## src/rtl/lnrv_icb2axi_mots.sv

```systemverilog
// ICB to AXI4 single-beat bridge with multiple outstanding transactions and in-order responses.
// Optional one-entry response register enabled by defining LNRV_ICB2AXI_RSP_BUF_EN.
module lnrv_icb2axi_mots #(
  parameter int unsigned P_ADDR_WIDTH = 32,
  parameter int unsigned P_DATA_WIDTH = 32,
  parameter int unsigned P_OTS_COUNT  = 4,
  parameter logic [3:0]  P_AXI_ID     = 4'd0
) (
  input  logic                      clk,
  input  logic                      reset_n,

  input  logic                      icb_cmd_vld,
  output logic                      icb_cmd_rdy,
  input  logic                      icb_cmd_write,
  input  logic [P_ADDR_WIDTH-1:0]   icb_cmd_addr,
  input  logic [P_DATA_WIDTH-1:0]   icb_cmd_wdata,
  input  logic [P_DATA_WIDTH/8-1:0] icb_cmd_wstrb,
  input  logic [2:0]                icb_cmd_size,

  output logic                      icb_rsp_vld,
  input  logic                      icb_rsp_rdy,
  output logic                      icb_rsp_err,
  output logic [P_DATA_WIDTH-1:0]   icb_rsp_rdata,

  output logic                      axi_awvalid,
  input  logic                      axi_awready,
  output logic [P_ADDR_WIDTH-1:0]   axi_awaddr,
  output logic [3:0]                axi_awid,
  output logic [7:0]                axi_awlen,
  output logic [2:0]                axi_awsize,
  output logic [1:0]                axi_awburst,
  output logic [3:0]                axi_awcache,
  output logic [2:0]                axi_awprot,
  output logic                      axi_awlock,

  output logic                      axi_wvalid,
  input  logic                      axi_wready,
  output logic [P_DATA_WIDTH-1:0]   axi_wdata,
  output logic [P_DATA_WIDTH/8-1:0] axi_wstrb,
  output logic                      axi_wlast,

  input  logic                      axi_bvalid,
  output logic                      axi_bready,
  input  logic [1:0]                axi_bresp,
  input  logic [3:0]                axi_bid,

  output logic                      axi_arvalid,
  input  logic                      axi_arready,
  output logic [P_ADDR_WIDTH-1:0]   axi_araddr,
  output logic [3:0]                axi_arid,
  output logic [7:0]                axi_arlen,
  output logic [2:0]                axi_arsize,
  output logic [1:0]                axi_arburst,
  output logic [3:0]                axi_arcache,
  output logic [2:0]                axi_arprot,
  output logic                      axi_arlock,

  input  logic                      axi_rvalid,
  output logic                      axi_rready,
  input  logic [P_DATA_WIDTH-1:0]   axi_rdata,
  input  logic [1:0]                axi_rresp,
  input  logic                      axi_rlast,
  input  logic [3:0]                axi_rid
);

  localparam int unsigned PTR_W = (P_OTS_COUNT > 1) ? $clog2(P_OTS_COUNT) : 1;
  localparam int unsigned CNT_W = $clog2(P_OTS_COUNT) + 1;
  localparam logic [CNT_W-1:0] CNT_FULL = CNT_W'(P_OTS_COUNT);
  localparam logic [PTR_W-1:0] PTR_LAST = PTR_W'(P_OTS_COUNT - 1);

  // Ordering FIFO: one type bit per issued transaction (1 = write)
  logic [P_OTS_COUNT-1:0] type_q, type_d;
  logic [PTR_W-1:0]       wr_ptr_q, wr_ptr_d;
  logic [PTR_W-1:0]       rd_ptr_q, rd_ptr_d;
  logic [CNT_W-1:0]       cnt_q, cnt_d;
  logic                   aw_done_q, aw_done_d;
  logic                   w_done_q, w_done_d;

  logic full, empty, head_type;
  logic cmd_rd, cmd_wr;
  logic ar_hs, aw_hs, w_hs;
  logic aw_ok, w_ok;
  logic rd_acc, wr_acc, push, pop;
  logic head_vld, head_err;
  logic [P_DATA_WIDTH-1:0] head_data;
  logic rsp_path_rdy;
  logic unused_ok;

  function automatic logic [PTR_W-1:0] ptr_inc(input logic [PTR_W-1:0] p);
    return (p == PTR_LAST) ? '0 : p + PTR_W'(1);
  endfunction

  assign full      = (cnt_q == CNT_FULL);
  assign empty     = (cnt_q == '0);
  assign head_type = type_q[rd_ptr_q];

  // Command valids are gated by reset so nothing escapes while reset_n is low
  assign cmd_rd = reset_n & icb_cmd_vld & ~icb_cmd_write & ~full;
  assign cmd_wr = reset_n & icb_cmd_vld &  icb_cmd_write & ~full;

  assign axi_arvalid = cmd_rd;
  assign axi_awvalid = cmd_wr & ~aw_done_q;
  assign axi_wvalid  = cmd_wr & ~w_done_q;

  assign ar_hs = axi_arvalid & axi_arready;
  assign aw_hs = axi_awvalid & axi_awready;
  assign w_hs  = axi_wvalid  & axi_wready;

  assign aw_ok  = aw_done_q | aw_hs;
  assign w_ok   = w_done_q  | w_hs;
  assign rd_acc = ar_hs;
  assign wr_acc = cmd_wr & aw_ok & w_ok;
  assign push   = rd_acc | wr_acc;

  assign icb_cmd_rdy = push;

  // Fixed single-beat incrementing attributes; address and data pass straight through
  assign axi_awaddr  = icb_cmd_addr;
  assign axi_awid    = P_AXI_ID;
  assign axi_awlen   = 8'd0;
  assign axi_awsize  = icb_cmd_size;
  assign axi_awburst = 2'b01;
  assign axi_awcache = 4'd0;
  assign axi_awprot  = 3'd0;
  assign axi_awlock  = 1'b0;

  assign axi_wdata   = icb_cmd_wdata;
  assign axi_wstrb   = icb_cmd_wstrb;
  assign axi_wlast   = axi_wvalid;

  assign axi_araddr  = icb_cmd_addr;
  assign axi_arid    = P_AXI_ID;
  assign axi_arlen   = 8'd0;
  assign axi_arsize  = icb_cmd_size;
  assign axi_arburst = 2'b01;
  assign axi_arcache = 4'd0;
  assign axi_arprot  = 3'd0;
  assign axi_arlock  = 1'b0;

  // Only the channel matching the oldest outstanding transaction may hand over a response
  assign axi_rready = ~empty & ~head_type & rsp_path_rdy;
  assign axi_bready = ~empty &  head_type & rsp_path_rdy;

  assign head_vld  = ~empty & (head_type ? axi_bvalid : axi_rvalid);
  assign head_err  = head_type ? axi_bresp[1] : axi_rresp[1];
  assign head_data = head_type ? '0 : axi_rdata;
  assign pop       = head_vld & rsp_path_rdy;

  assign unused_ok = ^{axi_bid, axi_rid, axi_rlast, axi_bresp[0], axi_rresp[0]};

  // Next-state for ordering FIFO and write-channel progress flags
  always_comb begin
    type_d    = type_q;
    wr_ptr_d  = wr_ptr_q;
    rd_ptr_d  = rd_ptr_q;
    cnt_d     = cnt_q;
    aw_done_d = aw_done_q;
    w_done_d  = w_done_q;

    if (push) begin
      type_d[wr_ptr_q] = icb_cmd_write;
      wr_ptr_d         = ptr_inc(wr_ptr_q);
    end
    if (pop) begin
      rd_ptr_d = ptr_inc(rd_ptr_q);
    end

    case ({push, pop})
      2'b10:   cnt_d = cnt_q + CNT_W'(1);
      2'b01:   cnt_d = cnt_q - CNT_W'(1);
      default: cnt_d = cnt_q;
    endcase

    if (wr_acc) begin
      aw_done_d = 1'b0;
      w_done_d  = 1'b0;
    end else begin
      if (aw_hs) aw_done_d = 1'b1;
      if (w_hs)  w_done_d  = 1'b1;
    end
  end

  always_ff @(posedge clk or negedge reset_n) begin
    if (!reset_n) begin
      type_q    <= '0;
      wr_ptr_q  <= '0;
      rd_ptr_q  <= '0;
      cnt_q     <= '0;
      aw_done_q <= 1'b0;
      w_done_q  <= 1'b0;
    end else begin
      type_q    <= type_d;
      wr_ptr_q  <= wr_ptr_d;
      rd_ptr_q  <= rd_ptr_d;
      cnt_q     <= cnt_d;
      aw_done_q <= aw_done_d;
      w_done_q  <= w_done_d;
    end
  end

`ifdef LNRV_ICB2AXI_RSP_BUF_EN
  // One-entry response register; refilled in the same cycle it drains
  logic                    buf_vld_q, buf_vld_d;
  logic                    buf_err_q, buf_err_d;
  logic [P_DATA_WIDTH-1:0] buf_data_q, buf_data_d;

  assign rsp_path_rdy = ~buf_vld_q | icb_rsp_rdy;

  always_comb begin
    buf_vld_d  = buf_vld_q;
    buf_err_d  = buf_err_q;
    buf_data_d = buf_data_q;
    if (pop) begin
      buf_vld_d  = 1'b1;
      buf_err_d  = head_err;
      buf_data_d = head_data;
    end else if (icb_rsp_rdy) begin
      buf_vld_d  = 1'b0;
    end
  end

  always_ff @(posedge clk or negedge reset_n) begin
    if (!reset_n) begin
      buf_vld_q  <= 1'b0;
      buf_err_q  <= 1'b0;
      buf_data_q <= '0;
    end else begin
      buf_vld_q  <= buf_vld_d;
      buf_err_q  <= buf_err_d;
      buf_data_q <= buf_data_d;
    end
  end

  assign icb_rsp_vld   = buf_vld_q;
  assign icb_rsp_err   = buf_err_q;
  assign icb_rsp_rdata = buf_data_q;
`else
  assign rsp_path_rdy  = icb_rsp_rdy;
  assign icb_rsp_vld   = head_vld;
  assign icb_rsp_err   = head_err;
  assign icb_rsp_rdata = head_data;
`endif

endmodule

```

## config.mk

```make
export PLATFORM = sky130hd
export DESIGN_NAME = lnrv_icb2axi_mots
export DESIGN_NICKNAME = d
export VERILOG_FILES = /design/src/rtl/lnrv_icb2axi_mots.sv
export SDC_FILE = /design/constraint.sdc
export NUM_CORES = 1
export LEC_CHECK = 0
export CAP_MARGIN = 20
export CORE_AREA = 4 4 121 123
export CTS_CLUSTER_SIZE = 40
export DETAILED_ROUTE_END_ITERATION = 10
export DIE_AREA = 0 0 125 127
export MAX_ROUTING_LAYER = met4
export PLACE_DENSITY = 0.57
export SLEW_MARGIN = 20
export SYNTH_ARGS = -nofsm -noshare
export SYNTH_HDL_FRONTEND = slang
export SYNTH_SLANG_ARGS = --single-unit
export TNS_END_PERCENT = 10
```

## constraint.sdc

```tcl
create_clock -name clk -period 2.8 [get_ports clk]
set_input_delay 0.42 -clock clk [delete_from_list [all_inputs] [get_ports clk]]
set_output_delay 0.42 -clock clk [all_outputs]
set_load 0.02 [all_outputs]
```

==> metrics.md, run 1 <==
| Metric | Value |
|---|---|
| Die Span Y | 127 um |
| First-pass GRT wire length | around 6900 um |
| Worst Setup SP | rd_ptr_q[0]$_DFFE_PN0P_ |
| RSZ-0062 raised after global routing | false |
| Ports | approximately 320 |
| Largest net degree at the start of global routing | 36 |
| Initial antenna violation count | 0 |
| Vias per cell | 3.114 |
| Post-route setup slack | 0.1031 ns |
| Routed wire length | 4756 um |
| Num CTS Buffers | 3 |
| Synth Instances | 260 |
| DRC | 0 |
| Die W | about 130 um |
| Commonest non-fill, non-tap cells in the layout | clkdlybuf4s50_1 (77), conb_1 (44), nor2b_1 (29) |
| Leakage | 0.001080 uW |
| Synth top area cells | buf_4 (53%), dfrtp_1 (15%), nor2b_1 (8.5%), ha_1 (3.5%), mux2_1 (2.1%) |
| WP data required | 2.38 ns |
| Crit path launch type | flip-flop |
| Worst hold path type | reg2reg |
| Clock Sinks | 13 |
| Max_slew headroom | between 60 and 70% |
| Fmax | 0.3708 GHz |
| Layout cell share with drive strength beyond 1 | 5.417% |
| CP max FO | 35 |
| VDD IR-drop max | 0.0004301 V |
| Ys Warns | 0 |
| Period Utilization, post-route | between 90% and 100% |
| Routed via count | approximately 1300 |
| FILL cells | approximately 1600 |
| Routability Congestion | 0.7153 |
| Root Buffer Master | clkbuf_16 |
| P&R area growth vs syn | 10.55% |
| # setup viols final | 0 |
| Starting Density | 15.53% |
| Post-CTS Setup Repair Bufs | 0 |
| Row cnt | 43 |
| Final net count | 374 |
| Area leader, netlist | buf_4 |
| Critical path capture point type | output port |
| Post-route minimum period | around 2.7 ns |
| DPL Wire Length | just over 4000 um |
| Max clock buf depth | 2 |
| WL/cell | 11.32 um |
| Clk slew on worst S/H paths | 0.04 ns |
| Crit Reg-Reg Startpoint | cnt_q[0]$_DFFE_PN0P_ |
| Status | finished, final reports clean |
| GR Overflow Total | 0 |
| Top cell type's share of synthesized area | 53.42% |
| Mapped cell area | 2122 sq um |
| First DRT Iteration DRCs | 32 |
| Number of global-route vias before repair | 1334 |
| Gr usage total | 5.448% |
| Final ANT Viol Nets | 0 |
| Core region area | 13670 sq um |
| Cell Pwr Density | around 980 nW/um^2 |
| Final-report max-slew violation count | 0 |
| Max-cap violations | 0 |
| Cts hold-fix bufs | 0 |
| Most common cell after layout, fill and taps aside | clkdlybuf4s50_1 |
| # diodes | 0 |
| WP data arrival | 2.28 ns |
| Netlist cell types | 28 |
| Seq cells post-synth | 13 |
| Setup CP Type | reg2out |
| Non-filler cells, final | 420 |
| Tightest Pin Transition | 0.4964 ns |
| Final hold viol count | 0 |
| Die area | between 15000 and 20000 sq um |
| Clock Skews | 0.001069 ns |
| Post-Place Cells | ~420 |
| CTS tree | done |
| Place WS | -0.06581 ns |
| H-tree levels | 1 |
| Final core occ | 17.17% |
| Port bufs | between 80 and 90 |
| Clk Latency, worst-skew pair | 0.24 ns |
| Mean post-synth cell area | 8.162 sq um |
| 1st-pass router iterations | 3 |
| Seq/Total Area, Yosys | 15.33% |
| Hold Path Origin | cnt_q[2]$_DFFE_PN0P_ |
==> metal layers <==
layer | global-route usage [%] | part of all wire, % | routed length (um) | vias to the layer above
li1 | - | - | - | 570
met1 | 5.396 | 33 | 1550 | 567
met2 | 7.213 | 42 | 2017 | 122
met3 | 3.303 | 16 | 766 | 49
met4 | 5.293 | 8.9 | 422 | 0
met5 | - | 0 | 0 | -
==> through the flow <==
stage	hold slack, ns	TNS [ns]	instance area (sq um)	power [uW]
CTS	0.4953	0	2316	2325
global route	0.5204	0	2346	2474
global placement	0.4757	-0.06622	2231	2009
floorplan	0.1244	0	2280	1566
detailed placement	0.4893	-0.1897	2231	2040
finish	0.4855	0	2346	2297
==> logic make-up (layout without fill, tap and decap cells) <==
group | count (synthesis) | count (layout) | share of synthesized area (%)
DFF | 13 | 13 | 15.33
other | 2 | 44 | 0.3539
muxes | 8 | 8 | 4.658
AOI/OAI and AO/OA | 8 | 8 | 2.594
adders and majority gates | 7 | 7 | 4.481
buffers and inverters | 161 | 99 | 55.19
xor gates and xnor gates | 3 | 3 | 1.238
and+or+nand+nor | 58 | 58 | 16.16
==> worst paths after layout <==
path                                    endpoint  slack, ns  cells after the start
max                                  icb_rsp_err       0.10                      4
min                         cnt_q[2]$_DFFE_PN0P_       0.49                      1
max reg2reg                 cnt_q[2]$_DFFE_PN0P_       0.28                     10
min reg2reg                 cnt_q[2]$_DFFE_PN0P_       0.49                      1
max in group asynchronous  type_q[3]$_DFFE_PN0P_       2.05                      2
min in group asynchronous   cnt_q[0]$_DFFE_PN0P_       0.59                      2
==> cells in the mapped netlist <==
cell type  number
nand2b_1        1
conb_1          2
mux2_2          1
and3b_1         1
mux4_2          1
inv_1           7
nor4b_2         1
nand2_1         5
xnor2_1         1
or2_2           1
a22o_1          4
mux2_1          4
and2_1          1
and2b_1         3
xor2_1          2
nor3_1          3
fa_1            1
nor3b_2         1
a21oi_1         4
clkbuf_1        3
nor2b_1        29
dfrtp_1        13
nor2_1         10
buf_4         151
or3_1           1
mux2i_1         2
nor4_1          1
ha_1            6
==> final cells by class <==
cell class,count,area (sq um),share of cell area (%)
inverters,7,26.28,1.120
well taps,180,225.2,9.600
flip-flops and latches,13,325.3,13.87
multi-input cells,128,798.3,34.03
repair buffers,88,892.1,38.03
clock buffers,4,78.83,3.360
==> timing repair <==
action / in CTS / in global routing
hold endpoints to repair: 0 / 0
pin swaps: 0 / 0
endpoints found under the setup margin: 1 / 8
gates resized for setup: 1 / 9
==> sequential cells by signal, indices dropped and copies added (netlist names) <==
register   flops
rd_ptr_q       2
aw_done_q      1
type_q         4
w_done_q       1
wr_ptr_q       2
cnt_q          3
==> report_power, final <==
| part | switching (uW) | internal (uW) |
|---|---|---|
| Sequential | 85.5 | 284 |
| Combinational | 885 | 775 |
| Clock | 76.3 | 192 |
| Total | 1050 | 1250 |
==> critical path, cell delays in order (launching register included) <==
cell and delay, ns:
dfrtp_1 0.40, mux4_2 0.57, buf_6 0.21, mux2_2 0.24
clkdlybuf4s50_1 0.60
(Power assumes the default switching activity.)
==> inputs of run 2 (changes only) <==
--- a/config.mk
+++ b/config.mk
@@ -6,12 +6,13 @@
 export NUM_CORES = 1
 export LEC_CHECK = 0
 export CAP_MARGIN = 20
-export CORE_AREA = 4 4 121 123
+export CORE_AREA = 4 4 120 122
 export CTS_CLUSTER_SIZE = 40
 export DETAILED_ROUTE_END_ITERATION = 10
-export DIE_AREA = 0 0 125 127
+export DIE_AREA = 0 0 124 126
 export MAX_ROUTING_LAYER = met4
-export PLACE_DENSITY = 0.57
+export PLACE_DENSITY = 0.58
+export SKIP_CTS_REPAIR_TIMING = 1
 export SLEW_MARGIN = 20
 export SYNTH_ARGS = -nofsm -noshare
 export SYNTH_HDL_FRONTEND = slang
==> constraint.sdc (replaced) <==
create_clock -name clk -period 3.5 [get_ports clk]
set_input_delay 0.525 -clock clk [delete_from_list [all_inputs] [get_ports clk]]
set_output_delay 0.525 -clock clk [all_outputs]
set_load 0.02 [all_outputs]
==> run 2 against run 1 <==
  * Combinational power decreased by 21%
  * Flip-flop and latch count unchanged
  * Worst setup slack improved by 0.26 ns
  * Critical path type is now in2out
  * Largest power group unchanged
  * Register-to-register slack improved by 0.37 ns
  * Power decreased by 21%
==> metrics.md, run 2 (synthesis gave the netlist of run 1 again) <==
| Metric | Value |
|---|---|
| VDD IR-drop max | 0.0004355 V (was 0.0004301 V) |
| CTS tree | done (unchanged) |
| CP max FO | 5 (was 35) |
| Clk slew on worst S/H paths | 0.04 ns (about the same) |
| Clock Sinks | 13 (unchanged) |
| Initial antenna violation count | 0 (unchanged) |
| DPL Wire Length | 4537 um (was 4097 um) |
| Clk Latency, worst-skew pair | 0.24 ns (about the same) |
| Leakage | 0.0009680 uW (was 0.001080 uW) |
| Fmax | 0.3188 GHz |
| Core region area | 13190 sq um (was 13670 sq um) |
| Vias per cell | 3.155 (was 3.114) |
| Crit path launch type | input port (was flip-flop) |
| Starting Density | 16.09% (was 15.53%) |
| Status | finished, final reports clean (unchanged) |
| Largest reg by FF count | type_q (unchanged) |
| Port bufs | 84 (unchanged) |
| 1st-pass router iterations | 4 (was 3) |
| Final hold viol count | 0 (unchanged) |
| CP cell instances | clkdlybuf4s50_1 > nand2_1 > nor4_1 > a21oi_1 > inv_1 > clkdlybuf4s50_1 (was mux4_2 > buf_6 > mux2_2 > clkdlybuf4s50_1) |
| Commonest non-fill, non-tap cells in the layout | clkdlybuf4s50_1 (84), conb_1 (44), nor2b_1 (29) (was clkdlybuf4s50_1 (77), conb_1 (44), nor2b_1 (29)) |
| Routed wire length | 5149 um (was 4756 um) |
| # setup viols final | 0 (unchanged) |
| Die Span Y | 126 um (was 127 um) |
| Post-route setup slack | 0.3634 ns (was 0.1031 ns) |
| Post-route cell area | 2290 sq um (was 2346 sq um) |
| Max-cap violations | 0 (unchanged) |
| Routability Congestion | 0.7168 (was 0.7153) |
| P&R area growth vs syn | 7.901% (was 10.55%) |
| # diodes | 0 (unchanged) |
| Largest regs | type_q (4), cnt_q (3) (unchanged) |
| Post-route minimum period | 3.137 ns |
| CP max-delay cell | clkdlybuf4s50_1 (unchanged) |
| Multi-input logic area | 783.3 sq um (was 798.3 sq um) |
| Ports | 317 (unchanged) |
| Critical Path Most Common Cell | clkdlybuf4s50_1 |
| GR Overflow Total | 0 (unchanged) |
| Largest net degree at the start of global routing | 37 (was 36) |
| Routed via count | 1306 (was 1308) |
| Max reg flops | 4 (unchanged) |
| First-pass GRT wire length | 7272 um (was 6865 um) |
| Die W | 124 um (was 125 um) |
| Number of global-route vias before repair | 1360 (was 1334) |
| Layout cell share with drive strength beyond 1 | 4.202% (was 5.417%) |
| Most common cell after layout, fill and taps aside | clkdlybuf4s50_1 (unchanged) |
| Critical path capture point type | output port (unchanged) |
| Max_slew headroom | 60.25% (was 66.76%) |
| Die area | 15620 sq um (was 15880 sq um) |
| Worst hold path type | reg2reg (unchanged) |
| Cell Pwr Density | 792.6 nW/um^2 (was 979.2 nW/um^2) |
| First DRT Iteration DRCs | 9 (was 32) |
| WL/cell | 12.44 um (was 11.32 um) |
| DP Area | 2211 sq um (was 2231 sq um) |
| Slowest cell delay on critical path | 0.62 ns (was 0.60 ns) |
| FF/Latch Area | 325.3 sq um (unchanged) |
| Clock Skews | 0.002502 ns (was 0.001069 ns) |
| Root Buffer Master | clkbuf_16 (unchanged) |
| Setup_tns | 0 ns (unchanged) |
| RSZ-0062 raised after global routing | false (unchanged) |
| FILL cells | 1488 (was 1555) |
| Final net count | 372 (was 374) |
| Period Utilization, post-route | 89.62% |
| Setup CP Type | in2out (was reg2out) |
| Final ANT Viol Nets | 0 (unchanged) |
| Final core occ | 17.36% (was 17.17%) |
| Row cnt | 42 (was 43) |
| WP data required | 2.97 ns (was 2.38 ns) |
| Tightest Pin Transition | 0.5963 ns (was 0.4964 ns) |
| Gr usage total | 6.215% (was 5.448%) |
| Num CTS Buffers | 3 (unchanged) |
| DRC | 0 (unchanged) |
| H-tree levels | 1 (unchanged) |
| Place WS | 0.3413 ns (was -0.06581 ns) |
| Final-report max-slew violation count | 0 (unchanged) |
| WP data arrival | 2.61 ns (was 2.28 ns) |
| Max clock buf depth | 2 (unchanged) |
## run 2: cell types whose count changed in the layout (fill, tap and decap cells not counted)
cell,previous run,this run
nor4_1,0,1
clkdlybuf4s50_1,77,84
buf_6,1,0
dlymetal6s2s_1,7,0
buf_4,3,2
nor4_4,1,0
## run 2: area by class of cell
cell class,instances,area share [%]
Tap cell,176,9.617
Timing Repair Buffer,86,37.38
Clock buffer,4,3.443
Multi-Input combinational cell,128,34.21
Inverter,7,1.148
Sequential cell,13,14.21
## run 2: power by group
group / internal [uW] / switching [uW] / total [uW]
combinational: 602 / 706 / 1310
sequential: 227 / 66.9 / 294
clock: 153 / 60.0 / 213
## run 2: critical path: cells and delay by family
kind	cells	cell delay (ns)
simple gates	2	0.60
compound gates	1	0.24
buf+inv	3	1.25
## run 2: final timing paths
path | from | end | slack [ns] | depth (start not counted)
max | reset_n | icb_cmd_rdy | 0.36 | 6
min | cnt_q[2]$_DFFE_PN0P_ | cnt_q[2]$_DFFE_PN0P_ | 0.49 | 1
max reg2reg | rd_ptr_q[0]$_DFFE_PN0P_ | cnt_q[2]$_DFFE_PN0P_ | 0.65 | 9
min reg2reg | cnt_q[2]$_DFFE_PN0P_ | cnt_q[2]$_DFFE_PN0P_ | 0.49 | 1
max in group asynchronous | reset_n | wr_ptr_q[1]$_DFFE_PN0P_ | 2.65 | 2
min in group asynchronous | reset_n | type_q[2]$_DFFE_PN0P_ | 0.69 | 2
## run 2: stage by stage
stage	instances	power (uW)	hold WS, ns
final	414	1815	0.4881
after CTS	414	1858	0.4891
after global routing	414	1958	0.5243
after floorplan	302	1253	0.2294
after detailed placement	410	1637	0.4834
after global placement	410	1615	0.4746
## run 2: per-layer routing
layer | GRT usage [%] | share of wire (%) | vias to the layer above
li1 | - | - | 568
met1 | 4.941 | 27 | 562
met2 | 9.227 | 46 | 135
met3 | 4.529 | 19 | 41
met4 | 5.541 | 8.7 | 0
met5 | - | 0 | -
